<file path="src/rtl/vc_arbiter.sv">
// vc_arbiter: two-virtual-channel arbiter and destination router.
// Pops at most one word per cycle from the VC0/VC1 source FIFOs. One cycle later
// it pushes that word into the D0 or D1 destination FIFO, chosen by a header bit.
// VC0 has priority, but only for a bounded burst while VC1 is waiting.
// A source whose destination is almost full is skipped, so it never blocks the
// other channel.

module vc_arbiter #(
    parameter int LINE_SIZE = 12,
    parameter int DEST_BIT  = 11,
    parameter int BURST     = 3
) (
    input  logic                 clk,
    input  logic                 reset,
    input  logic [LINE_SIZE-1:0] vc0_data,
    input  logic                 vc0_empty,
    output logic                 vc0_pop,
    input  logic [LINE_SIZE-1:0] vc1_data,
    input  logic                 vc1_empty,
    output logic                 vc1_pop,
    input  logic                 d0_almost_full,
    input  logic                 d1_almost_full,
    output logic                 d0_push,
    output logic                 d1_push,
    output logic [LINE_SIZE-1:0] data_out,
    output logic                 idle
);

    localparam int             CNT_W     = $clog2(BURST + 1);
    localparam logic [CNT_W-1:0] BURST_MAX = CNT_W'(BURST);

    typedef enum logic [1:0] {
        GNT_NONE,
        GNT_VC0,
        GNT_VC1
    } grant_e;

    grant_e               grant;
    logic [CNT_W-1:0]     burst_cnt;
    logic                 vc0_dest;
    logic                 vc1_dest;
    logic                 eligible_vc0;
    logic                 eligible_vc1;
    logic [LINE_SIZE-1:0] gnt_data;
    logic                 gnt_dest;

    // A channel is eligible when it has a head word and that word's destination can accept it.
    always_comb begin
        vc0_dest     = vc0_data[DEST_BIT];
        vc1_dest     = vc1_data[DEST_BIT];
        eligible_vc0 = !vc0_empty && !(vc0_dest ? d1_almost_full : d0_almost_full);
        eligible_vc1 = !vc1_empty && !(vc1_dest ? d1_almost_full : d0_almost_full);
    end

    // Grant selection: a full VC0 burst yields to a waiting VC1, otherwise VC0 first.
    always_comb begin
        // NOTE: default assignment first so every path drives grant; no latch is inferred.
        grant = GNT_NONE;
        if (burst_cnt == BURST_MAX && eligible_vc1) begin
            grant = GNT_VC1;
        end else if (eligible_vc0) begin
            grant = GNT_VC0;
        end else if (eligible_vc1) begin
            grant = GNT_VC1;
        end
    end

    // Word and destination of the granted channel, registered on the next edge.
    always_comb begin
        gnt_data = (grant == GNT_VC1) ? vc1_data : vc0_data;
        gnt_dest = (grant == GNT_VC1) ? vc1_dest : vc0_dest;
    end

    // Pops are combinational from the grant and are held low while reset is asserted.
    assign vc0_pop = reset && (grant == GNT_VC0);
    assign vc1_pop = reset && (grant == GNT_VC1);

    assign idle = vc0_empty && vc1_empty && !d0_push && !d1_push;

    // Push stage and burst counter; reset drops any in-flight push immediately.
    always_ff @(posedge clk or negedge reset) begin
        if (!reset) begin
            // NOTE: sequential state uses non-blocking assignments so every register samples pre-edge values.
            d0_push   <= 1'b0;
            d1_push   <= 1'b0;
            data_out  <= '0;
            burst_cnt <= '0;
        end else begin
            case (grant)
                GNT_VC0: begin
                    d0_push  <= !gnt_dest;
                    d1_push  <= gnt_dest;
                    data_out <= gnt_data;
                    if (burst_cnt != BURST_MAX) begin
                        burst_cnt <= burst_cnt + 1'b1;
                    end
                end
                GNT_VC1: begin
                    d0_push   <= !gnt_dest;
                    d1_push   <= gnt_dest;
                    data_out  <= gnt_data;
                    burst_cnt <= '0;
                end
                default: begin
                    d0_push <= 1'b0;
                    d1_push <= 1'b0;
                end
            endcase
        end
    end

endmodule

</file>
<file path="config.mk">
export PLATFORM = sky130hd
export DESIGN_NAME = vc_arbiter
export DESIGN_NICKNAME = d
export VERILOG_FILES = /design/src/rtl/vc_arbiter.sv
export SDC_FILE = /design/constraint.sdc
export NUM_CORES = 1
export LEC_CHECK = 0
export BUFFER_PORTS_ARGS = -buffer_cell sky130_fd_sc_hd__buf_2
export CORE_MARGIN = 5
export CORE_UTILIZATION = 46
export DETAILED_ROUTE_END_ITERATION = 8
export GPL_TIMING_DRIVEN = 0
export PLACE_DENSITY = 0.83
export REMOVE_ABC_BUFFERS = 1
export SYNTH_ARGS = -nofsm -noshare
export SYNTH_HDL_FRONTEND = slang
export SYNTH_SLANG_ARGS = --single-unit
</file>
<file path="constraint.sdc">
create_clock -name clk -period 5.8 [get_ports clk]
set_input_delay 0.58 -clock clk [delete_from_list [all_inputs] [get_ports clk]]
set_output_delay 0.58 -clock clk [all_outputs]
set_load 0.005 [all_outputs]
</file>
# == After elaboration in Yosys (flattened, before gate mapping) ==
# Index checks and enable logic that the tools add are counted.
# word_totals
ff_bits,16
latchBits,0
ram_bits,0
romBits,0
in_bits,30
out_inout_bits,17
elab_cells,39
n_memories,0
# classes
addsub,1
multipliers,0
div_mod_pow,0
n_lt_le_gt_ge,0
n_eq_ne,5
shift,0
n_mux,11
n_bitwise,0
n_reduce_logical,18
# op_table
op,count
$mux 12,1
$logic_and 1x1->1,8
$mux 2,4
$logic_not 1->1,7
$mux 1,5
$eq 2x2->1 const B,2
$pmux 2 s2,1
$add 2x1->2 const B,1
$eq 2x1->1 const B,1
$ne 2x1->1 const B,1
$ne 2x2->1 const B,1
$reduce_and 2->1,1
$reduce_bool 2->1,1
$reduce_or 2->1,1

# == Logic depth before layout (Yosys ltp) ==
# logic_depth
depth_word,10
depth_mapped,7

# == Worst setup path before layout ==
# No wires, ideal clock.
# synth_path
path_type,input to output
startpoint,in vc0_data[11]
endpoint,out vc1_pop
arrival_ns,1.822
path_slack_ns,3.398
stages,6
n_path_buf,2
path_cell_list,mux2_4 -> a311o_1 -> ha_1 -> buf_4 -> buf_6 -> and2_1
# synth_between
elab_chain_cells,7
# synth_lines
element,line,rtl
"start, declared",15,"input logic [LINE_SIZE-1:0] vc0_data,"
$mux 1,51,eligible_vc0 = !vc0_empty && !(vc0_dest ? d1_almost_full : d0_almost_full);
$logic_not 1->1,51,
$logic_and 1x1->1,51,
$mux 2,61,end else if (eligible_vc0) begin
$mux 2,59,if (burst_cnt == BURST_MAX && eligible_vc1) begin
$eq 2x2->1,76,assign vc1_pop = reset && (grant == GNT_VC1);
$logic_and 1x1->1,76,
"end, declared",20,"output logic vc1_pop,"
# No other way between the ends.

# == Worst setup path after layout ==
# layout_path
startpoint,in vc1_data[11]
endpoint,out vc1_pop
# layout_between
elab_chain_cells,8
# layout_lines
element,line,rtl
"start, declared",18,"input logic [LINE_SIZE-1:0] vc1_data,"
$mux 1 (*),52,eligible_vc1 = !vc1_empty && !(vc1_dest ? d1_almost_full : d0_almost_full);
$logic_not 1->1 (*),52,
$logic_and 1x1->1 (*),52,
$mux 2,63,end else if (eligible_vc1) begin
$mux 2,61,
$mux 2 (*),59,
$eq 2x2->1 (*),76,
$logic_and 1x1->1 (*),76,
# Mark *: on every way between the ends. The rest lies on a longest branch, timed or not.

==> metrics.cfg <==
[clock_network]
cts.path.max_buffers = 2
clkSlewWorstSetupHoldPaths_ns = 0.09
cts_hold_buffers = 0
post_cts_buffers = 0
cts.sinks = 16
insertion_delay_ns = 0.28
cts_tree = built
htreeDepth = 1
cts.repair.resized = 0
numCtsBuffers = 3
cts-root-buf = clkbuf_4

[floorplanning]
dieArea_um2 = 2840
die_y_um = 53.3
io_pins = 47
die_w_um = 53.3
rows = 15
coreArea_um2 = 1750
start_util_pct = 49.3

[finish]
fill_cells = 158
final_util_pct = 64.8
mostFrequentLayoutCells = buf_2 (46), dfrtp_1 (16), mux2i_1 (14)
layout_commonest_cell = buf_2
layout.nets = 161
area.growth.synth_to_final_pct = 31.4
antenna_cells = 0
final_cell_count_no_fill = 151
drive_above_1_share_pct = 40.5
seqCellArea_um2 = 400
multi_input_area_um2 = 425

[yosys]
yosys_warnings = 0
synth_area_leaders = dfrtp_1 (47%), mux2i_1 (16%), o21ai_0 (6.4%)
syn_area_per_cell_um2 = 10.8
synth_edf_count = 0
ys_ff_latch = 16
seq_area_frac_synth_pct = 46.5
synth_top_area_cell = dfrtp_1
synth_area_um2 = 861
synth_cells = 80
ys_async_sr_fraction_pct = 100
ys.flop_type = dfrtp_1
post_synth_num_cell_types = 25
netlist.area_leader.share_pct = 46.5

[placed_design]
post-place-ws_ns = 2.87
placed_cells = 147
port-buffer-count = 46
place.gp.congestion = 0.639

[critical_path]
crit_arrival_ns = 2.31
slowest_delay_ns = 0.73
r2r_slack_ns = 3.53
r2r-end = data_out[11]
startpoint_type = input port
cpMostUsedCell = buf_2
r2r-start = burst_cnt[0]
crit_chain = buf_2 > mux2i_1 > a311o_1 > ha_1 > and2_1 > buf_2
crit_slowest_cell = ha_1
end_kind = output port
worstPathRequired_ns = 5.22
crit_fanout = 17
r2r_cells = 5
critPathKind = in2out

[sta]
rsz0062_at_grt = no
setup_ws_ns = 2.91
fin_crit_ns = 2.89
finClkSkew_ns = 0.00202
period_share_pct = 49.9
worstMarginPinSlew_ns = 0.864
finalSetupTns_ns = 0
finalHoldViolations = 0
max_slew_margin_pct = 42.4
setup_viol = 0
finalMaxSlewViolations = 0
fmax_mhz = 346

[pwr]
powerDensity_nw_per_um2 = 295
leakage_nw = 0.582
peakVddDrop_v = 0.000204
power_uw = 334

[global_route]
grt_antenna_before_repair = 0
overflow = 0
grt_usage_pct = 14.7
grt_pass1_vias = 772
grt_pass1_wl_mm = 3.11
grt_max_degree = 26

[routing]
antenna_left = 0
via_per_inst = 5.01
drc_errors = 0
drt_iter0_drc = 8
post_drt_wl_per_cell_um = 12.2
routed_wl_mm = 1.84
drt_pass1_iterations = 4
num_vias = 757

[worst_hold_path]
holdCritPathClass = in2async

[job]
drv_cap = 0

[run_status]
run_status = finished, final reports clean

## worst max-delay path: cells and delay by family
kind | cells | cell delay [ns]
AND/OR/NAND/NOR | 1 | 0.23
AO/OA/AOI/OAI | 1 | 0.24
adder cells (fa/ha/maj) | 1 | 0.73
multiplexers | 1 | 0.33
buffers and inverters | 2 | 0.21
## state kept, by name (all words and copies together) (netlist names)
name       cells
data_out      12
d1_push        1
d0_push        1
burst_cnt      2
## Yosys cell counts (2+ instances only)
cell and n:
o21ai_0 11, dfrtp_1 16, a311o_1 2, mux2i_1 14
nand2_1 12, inv_1 2, ha_1 4, and2_1 2
## cell type report
class	count	share of cell area [%]
tap	25	2.77
sequential	16	35.4
multi-input combinational	58	37.6
timing repair buffer	46	20.4
inverter	2	0.664
clock buffer	4	3.21
## layer usage
layer,global-route usage [%],routed length [um],up-vias
li1,-,-,380
met5,0,0,-
met3,2.54,209,3
met1,19.6,843,332
met2,23.1,764,42
met4,6.38,26,0
## per-stage QoR
stage | hold WS (ns) | instance area [um2]
after floorplan | 0.284 | 833
after global placement | 0.463 | 1090
after detailed placement | 0.468 | 1090
after CTS | 0.199 | 1130
after global routing | 0.222 | 1130
final | 0.196 | 1130
## worst max path at each step
stage | from | end | slack (ns) | cells after the start
2_1_floorplan | vc0_data[11] | vc1_pop | 3.35 | 4
3_3_place_gp | vc1_data[11] | vc1_pop | 2.97 | 6
3_5_place_dp | vc1_data[11] | vc1_pop | 2.87 | 6
4_1_cts | vc1_data[11] | vc1_pop | 2.87 | 6
5_1_grt | burst_cnt[0] | vc1_pop | 2.76 | 5
6_report | vc1_data[11] | vc1_pop | 2.91 | 6
## report_power, final
group | internal (mW) | switching (mW) | total, mW
Clock | 0.0382 | 0.0337 | 0.0719
Combinational | 0.0528 | 0.0497 | 0.103
Sequential | 0.141 | 0.0178 | 0.159
## logic make-up after synthesis
family	Yosys count	synth area share, %
buffers and inverters	6	4.07
adders and majority gates	4	5.81
DFF	16	46.5
and+or+nand+nor	22	12.8
muxes	15	18.0
AOI/OAI and AO/OA	17	12.8
Note: power is estimated with default switching activity, not from simulation.
